===== config.mk =====
export PLATFORM = sky130hd
export DESIGN_NAME = count_up_timer
export DESIGN_NICKNAME = d
export VERILOG_FILES = /design/src/rtl/count_up_timer.sv
export SDC_FILE = /design/constraint.sdc
export NUM_CORES = 1
export LEC_CHECK = 0
export BUFFER_PORTS_ARGS = -buffer_cell sky130_fd_sc_hd__buf_2
export CORE_MARGIN = 5
export CORE_UTILIZATION = 35
export CTS_CLUSTER_SIZE = 16
export DETAILED_ROUTE_END_ITERATION = 7
export GPL_ROUTABILITY_DRIVEN = 0
export SKIP_LAST_GASP = 1
export SYNTH_ARGS = -nofsm -noshare
export SYNTH_HDL_FRONTEND = slang
export SYNTH_SLANG_ARGS = --single-unit

===== constraint.sdc =====
create_clock -name clock -period 6.5 [get_ports clock]
set_input_delay 0.325 -clock clock [delete_from_list [all_inputs] [get_ports clock]]
set_output_delay 0.325 -clock clock [all_outputs]
set_load 0.01 [all_outputs]

===== src/rtl/count_up_timer.sv =====
// -----------------------------------------------------------------------------
// count_up_timer
//   Two-digit BCD stopwatch. A start/stop push-button starts, pauses and
//   resumes counting. Counting stops at a switch-selected target, and the
//   count is shown on two active-low 7-segment digits.
//
// Optional build macro:
//   LAP_HOLD_EN - when defined, the lap button freezes the display on the count
//                 captured at the press. Counting continues underneath.
//
// Ports:
//   clock       in   system clock, rising edge
//   reset       in   asynchronous active-low reset
//   start_stop  in   start/stop push-button, active-low, asynchronous
//   clear       in   synchronous active-high clear to IDLE / 00
//   lap         in   lap push-button, active-low (LAP_HOLD_EN builds only)
//   blank       in   1 = both digits dark, counting unaffected
//   target1/2   in   target ones/tens digit, BCD
//   bcd1/2      out  live ones/tens digit
//   running     out  1 while in RUN
//   done        out  1 while in DONE
//   l1/l2       out  ones/tens segments, active-low, bit6=a .. bit0=g
// -----------------------------------------------------------------------------

// Button conditioner: synchronizer chain followed by a falling-edge detector.
// press_o is a single-cycle pulse per press. Holding the button produces nothing more.
module count_up_timer_btn #(
    parameter int SYNC_STAGES = 2
) (
    input  logic clock,
    input  logic reset,
    input  logic btn_n_i,
    output logic press_o
);
    logic [SYNC_STAGES-1:0] sync_q;
    logic                   prev_q;

    always_ff @(posedge clock or negedge reset) begin
        if (!reset) begin
            sync_q <= '1;
            prev_q <= 1'b1;
        end else begin
            sync_q <= {sync_q[SYNC_STAGES-2:0], btn_n_i};
            prev_q <= sync_q[SYNC_STAGES-1];
        end
    end

    assign press_o = prev_q & ~sync_q[SYNC_STAGES-1];
endmodule

// State | meaning
// IDLE  | count 00, waiting for a start press
// RUN   | prescaler running, count increments on each tick
// PAUSED| count and prescaler frozen, waiting for a resume press
// DONE  | count held at target (or 99), waiting for a press to return to IDLE
module count_up_timer #(
    parameter int TICK_CYCLES = 50000000,
    parameter int SYNC_STAGES = 2
) (
    input  logic       clock,
    input  logic       reset,
    input  logic       start_stop,
    input  logic       clear,
    input  logic       lap,
    input  logic       blank,
    input  logic [3:0] target1,
    input  logic [3:0] target2,
    output logic [3:0] bcd1,
    output logic [3:0] bcd2,
    output logic       running,
    output logic       done,
    output logic [6:0] l1,
    output logic [6:0] l2
);
    localparam int            PW        = $clog2(TICK_CYCLES);
    localparam logic [PW-1:0] TICK_LAST = PW'(TICK_CYCLES - 1);

    typedef enum logic [1:0] {S_IDLE, S_RUN, S_PAUSED, S_DONE} state_t;

    state_t        state_q;
    logic [3:0]    bcd1_q, bcd2_q;
    logic [PW-1:0] presc_q, presc_d;
    logic          running_q, done_q;
    logic          ss_press;
    logic          tick;
    logic          at_99;
    logic          hit_target;
    logic [3:0]    inc1_d, inc2_d;
    logic [3:0]    eff1, eff2;
    logic [3:0]    disp1, disp2;

    count_up_timer_btn #(.SYNC_STAGES(SYNC_STAGES)) u_ss_btn (
        .clock   (clock),
        .reset   (reset),
        .btn_n_i (start_stop),
        .press_o (ss_press)
    );

`ifdef LAP_HOLD_EN
    logic       lap_press;
    logic       hold_q;
    logic [3:0] hold1_q, hold2_q;

    count_up_timer_btn #(.SYNC_STAGES(SYNC_STAGES)) u_lap_btn (
        .clock   (clock),
        .reset   (reset),
        .btn_n_i (lap),
        .press_o (lap_press)
    );
`else
    logic unused_lap;
    assign unused_lap = lap;
`endif

    // An out-of-range or 00 target means "run to the top".
    always_comb begin
        eff1 = target1;
        eff2 = target2;
        if (target1 > 4'd9 || target2 > 4'd9 || {target2, target1} == 8'h00) begin
            eff1 = 4'd9;
            eff2 = 4'd9;
        end
    end

    always_comb begin
        inc1_d = bcd1_q + 4'd1;
        inc2_d = bcd2_q;
        if (bcd1_q == 4'd9) begin
            inc1_d = 4'd0;
            inc2_d = bcd2_q + 4'd1;
        end
    end

    assign tick       = (state_q == S_RUN) && (presc_q == TICK_LAST);
    assign presc_d    = tick ? '0 : presc_q + 1'b1;
    assign at_99      = (bcd1_q == 4'd9) && (bcd2_q == 4'd9);
    assign hit_target = (inc1_d == eff1) && (inc2_d == eff2);

    always_ff @(posedge clock or negedge reset) begin
        if (!reset) begin
            state_q   <= S_IDLE;
            bcd1_q    <= 4'd0;
            bcd2_q    <= 4'd0;
            presc_q   <= '0;
            running_q <= 1'b0;
            done_q    <= 1'b0;
`ifdef LAP_HOLD_EN
            hold_q    <= 1'b0;
            hold1_q   <= 4'd0;
            hold2_q   <= 4'd0;
`endif
        end else if (clear) begin
            state_q   <= S_IDLE;
            bcd1_q    <= 4'd0;
            bcd2_q    <= 4'd0;
            presc_q   <= '0;
            running_q <= 1'b0;
            done_q    <= 1'b0;
`ifdef LAP_HOLD_EN
            hold_q    <= 1'b0;
`endif
        end else begin
`ifdef LAP_HOLD_EN
            // Toggle the hold. Transitions into DONE below override this.
            if (lap_press && (state_q == S_RUN || state_q == S_PAUSED)) begin
                hold_q  <= ~hold_q;
                hold1_q <= bcd1_q;
                hold2_q <= bcd2_q;
            end
`endif
            case (state_q)
                S_IDLE: begin
                    if (ss_press) begin
                        state_q   <= S_RUN;
                        presc_q   <= '0;
                        running_q <= 1'b1;
                    end
                end
                S_RUN: begin
                    presc_q <= presc_d;
                    if (tick) begin
                        // At 99 the count never wraps, even if the target was
                        // moved below the count while running.
                        if (at_99 || hit_target) begin
                            state_q   <= S_DONE;
                            running_q <= 1'b0;
                            done_q    <= 1'b1;
`ifdef LAP_HOLD_EN
                            hold_q    <= 1'b0;
`endif
                        end else if (ss_press) begin
                            state_q   <= S_PAUSED;
                            running_q <= 1'b0;
                        end
                        if (!at_99) begin
                            bcd1_q <= inc1_d;
                            bcd2_q <= inc2_d;
                        end
                    end else if (ss_press) begin
                        state_q   <= S_PAUSED;
                        running_q <= 1'b0;
                    end
                end
                S_PAUSED: begin
                    if (ss_press) begin
                        state_q   <= S_RUN;
                        running_q <= 1'b1;
                    end
                end
                S_DONE: begin
                    if (ss_press) begin
                        state_q <= S_IDLE;
                        bcd1_q  <= 4'd0;
                        bcd2_q  <= 4'd0;
                        done_q  <= 1'b0;
                    end
                end
                default: begin
                    state_q   <= S_IDLE;
                    running_q <= 1'b0;
                    done_q    <= 1'b0;
                end
            endcase
        end
    end

`ifdef LAP_HOLD_EN
    assign disp1 = hold_q ? hold1_q : bcd1_q;
    assign disp2 = hold_q ? hold2_q : bcd2_q;
`else
    assign disp1 = bcd1_q;
    assign disp2 = bcd2_q;
`endif

    function automatic logic [6:0] seg7(input logic [3:0] d);
        case (d)
            4'd0:    seg7 = 7'b0000001;
            4'd1:    seg7 = 7'b1001111;
            4'd2:    seg7 = 7'b0010010;
            4'd3:    seg7 = 7'b0000110;
            4'd4:    seg7 = 7'b1001100;
            4'd5:    seg7 = 7'b0100100;
            4'd6:    seg7 = 7'b0100000;
            4'd7:    seg7 = 7'b0001111;
            4'd8:    seg7 = 7'b0000000;
            4'd9:    seg7 = 7'b0000100;
            default: seg7 = 7'b1111111;
        endcase
    endfunction

    assign l1      = blank ? 7'b1111111 : seg7(disp1);
    assign l2      = blank ? 7'b1111111 : seg7(disp2);
    assign bcd1    = bcd1_q;
    assign bcd2    = bcd2_q;
    assign running = running_q;
    assign done    = done_q;
endmodule


==> run_results.csv <==
group,metric,value,unit
timing,slew_headroom,37.4,%
synthesis,synthesis.area,0.00288,mm2
layout,nNetsFinal,403,
detailed_routing,ant_nets,0,
timing,fmax,0.383,GHz
worst_setup_path,cp_max_fo,9,
worst_setup_path,worstRegToRegCells,9,
detailed_routing,met2_length,3.10,mm
worst_hold_path,hp-start,"start_stop",
synthesis,synth_enable_flop_cells,0,
clock_network,cts_buffers,5,
worst_setup_path,timing.rr.end,"state_q[1]",
worst_setup_path,max_stage_delay,490,ps
timing,finalSetupTns,0,ps
timing,setup_violations,0,
grt,grt_pass1_wl,11.5,mm
clock_network,clock_latency,300,ps
timing,worst_pin_slew,939,ps
detailed_routing,highest_layer,"met4",
run_status,status,"finished, final reports clean",
detailed_routing,wl_met1,3.29,mm
detailed_routing,drtIter0Drc,95,
worst_setup_path,cp_common_cell,"o21ai_0",
pwr,power_density,166,mW/mm2
synthesis,yosys_warnings,0,
timing,slew_viol_final,0,
clock_network,htreeDepth,2,
pwr,clock_power_share,32.6,%
place,numPortBuffers,36,
pwr,p_comb_share,17.0,%
clock_network,cts_setup_buffers,0,
worst_setup_path,required,6660,ps
layout,fillers,852,
place,hpwl,4.84,mm
pwr,seqPwrFrac,50.3,%
clock_network,clk_pin_slew,80,ps
timing,post-route-min-period,2610,ps
detailed_routing,via_per_inst,5.32,
layout,drive_gt1_share,14.2,%
clock_network,clk_path_buf_depth,2,
synthesis,synth_seq_area_share,35.8,%
detailed_routing,wl_met3,284,um
timing,rsz0062_at_grt,"false",
grt,grt_usage,13.6,%
layout,diodes,0,
die,chipWidth,101,um
clock_network,cts_tree,"yes",
timing,finalCritPeriodShare,40.2,%
worst_hold_path,min_path_cells,1,
detailed_routing,vias,2576,
worst_hold_path,whs_endpoint,"u_ss_btn.sync_q[0]",
layout,area_growth,11.8,%
synthesis,syn-num-nets,372,
die,coreArea,0.00809,mm2
grt,grt_pass1_vias,2445,
worst_setup_path,path_cells,"inv_1, ha_1, and3b_1, mux2i_1, nor4_1, o21ai_0, nand3_1, nand4_1, o21ai_0",
layout,regArea,0.00103,mm2
clock_network,clock_sinks,41,
synthesis,avgSynthCellArea,8.29,um2
pwr,p_int,0.382,mW
grt,grt_max_degree,42,
synthesis,synthFlopType,"dfrtp_1",
worst_setup_path,crit-reg2reg-launch,"bcd1[1]",
worst_setup_path,slowest_stage,"dfrtp_1",
die,pin_count,38,
worst_setup_path,critPathTopFamily,"simple AND/OR/NAND/NOR gates",
pwr,vdd_ir_drop_max,107,uV
flow_run,cap_violations,0,
layout,multi_input_area,0.00175,mm2
die,placementRows,33,
synthesis,ys_ff_latch,41,
worst_setup_path,critPathKind,"reg -> reg",
pwr,p_total,0.535,mW
pwr,p_leak,1.33,nW
clock_network,cts-root-buf,"clkbuf_8",
detailed_routing,wire_per_inst,13.9,um
die,initial_utilization,35.5,%
timing,finalHoldViolCount,0,
detailed_routing,drc,0,
pwr,sw_frac_of_total,28.6,%
grt,antenna_found_initial,0,
die,die_y,101,um
timing,finalClockSkew,7.66,ps
worst_setup_path,cp.buffers_inverters,1,
synthesis,synthCells,347,
grt,grt-ovfl-total,0,
worst_setup_path,arrival,2780,ps
detailed_routing,totalWireLength,6.74,mm
clock_network,hold_buffers,0,
worst_setup_path,startpoint_type,"flop",
synthesis,synthDistinctLibCells,55,
synthesis,async_reset_ff_share,100,%
die,dieArea,0.0101,mm2
worst_hold_path,min_path_type,"in -> reg",
clock_network,cts-resized-gates,0,
worst_setup_path,critPathCaptureType,"flop",
worst_setup_path,ff2ff_setup_slack,3890,ps
pwr,p_switching,0.153,mW
detailed_routing,drtPass1Iterations,4,
[logic make-up (layout without fill, tap and decap cells)]
logic type | count (synthesis) | in the layout | synth area share, %
buffers and inverters | 20 | 52 | 3.22
AO/OA/AOI/OAI | 89 | 89 | 20.3
XOR/XNOR | 21 | 21 | 6.39
AND/OR/NAND/NOR | 161 | 161 | 28.1
adder cells (fa/ha/maj) | 11 | 11 | 4.78
flip-flops | 41 | 41 | 35.8
multiplexers | 4 | 4 | 1.39
[power by group through the flow]
stage	clock (mW)	sequential, mW	combinational [mW]
floorplan	0	0.272	0.0618
global placement	0	0.274	0.0910
detailed placement	0	0.274	0.0918
CTS	0.179	0.269	0.0927
finish	0.175	0.269	0.0912
global route	0.190	0.271	0.103
[stage by stage]
step           cell area, um2  hold slack, ps  util [%]  setup slack, ps  instances
5_1_grt                  3220             116      39.7             3670        484
2_1_floorplan            2880            29.4         -             4280        347
3_3_place_gp             3130             346      38.6             3970        476
3_5_place_dp             3130             349      38.6             3930        476
6_report                 3220             126      39.7             3890        484
4_1_cts                  3220             121      39.7             3890        484
[cell usage in the layout (no fill, tap or decap), types with 5 or more instances in the layout]
cell type  count
o21ai_0       21
nor2_1        47
xnor2_1        6
o31ai_1        5
ha_1          11
nand2_1       39
a21oi_1       17
o21ai_1        7
buf_2         36
dfrtp_1       38
nand2b_1      13
or3_1          5
clkbuf_8       6
inv_1          8
nor2b_1        7
xor2_1        15
o21bai_1      10
nand4_1        8
nand3_1       15
[area by class of cell]
| type | count | area share [%] |
|---|---|---|
| repair buffers | 36 | 5.60 |
| well taps | 105 | 4.09 |
| clock buffers | 8 | 2.80 |
| multi-input cells | 286 | 54.6 |
| inverters | 8 | 0.934 |
| flip-flops and latches | 41 | 32.0 |
[how the worst max path moves through the flow]
| stage | start | end | slack (ps) | cells past startpoint |
|---|---|---|---|---|
| after floorplan | bcd1[1] | bcd1[0] | 4280 | 10 |
| after global placement | bcd1[1] | running | 3970 | 9 |
| after detailed placement | bcd1[1] | running | 3930 | 9 |
| after CTS | bcd1[1] | running | 3890 | 9 |
| after global routing | bcd1[1] | state_q[1] | 3670 | 9 |
| final | bcd1[1] | state_q[1] | 3890 | 9 |
[flip-flops by register name, summed over array words and instances, names as in the netlist]
name and flops:
running 1, bcd1 4, bcd2 4, u_ss_btn.sync_q 2
done 1, presc_q 26, state_q 2, u_ss_btn.prev_q 1
[per-layer routing]
metal / GRT usage, % / up-vias
met1: 18.9 / 1234
met2: 21.9 / 44
met5: 0 / -
li1: - / 1293
met4: 3.52 / 0
met3: 2.49 / 5
[cell usage after synthesis (all sizes together), types with 2 or more instances]
master,instances,area [um2]
nand4,8,50.1
o41ai,4,35.0
clkbuf,5,18.8
a211oi,2,15.0
and3b,2,17.5
nor3,5,30.0
o21bai,10,75.1
a21oi,18,101
nand3b,2,15.0
nand3,15,75.1
o22ai,2,12.5
nor2b,8,57.6
a31oi,3,18.8
o2111ai,2,17.5
or2,3,18.8
dfstp,3,78.8
a21o,4,30.0
xnor2,6,52.6
nand2,39,146
nor2,47,176
mux2i,4,40.0
a41oi,2,17.5
nor4,6,50.0
or3,5,31.3
and2,2,12.5
ha,11,138
nand2b,13,81.3
dfrtp,38,951
inv,8,30.0
xor2,15,131
o31ai,6,50.1
buf,7,43.8
o21ai,28,140
and3,2,12.5
No activity file was read; power rests on OpenSTA's default activity.
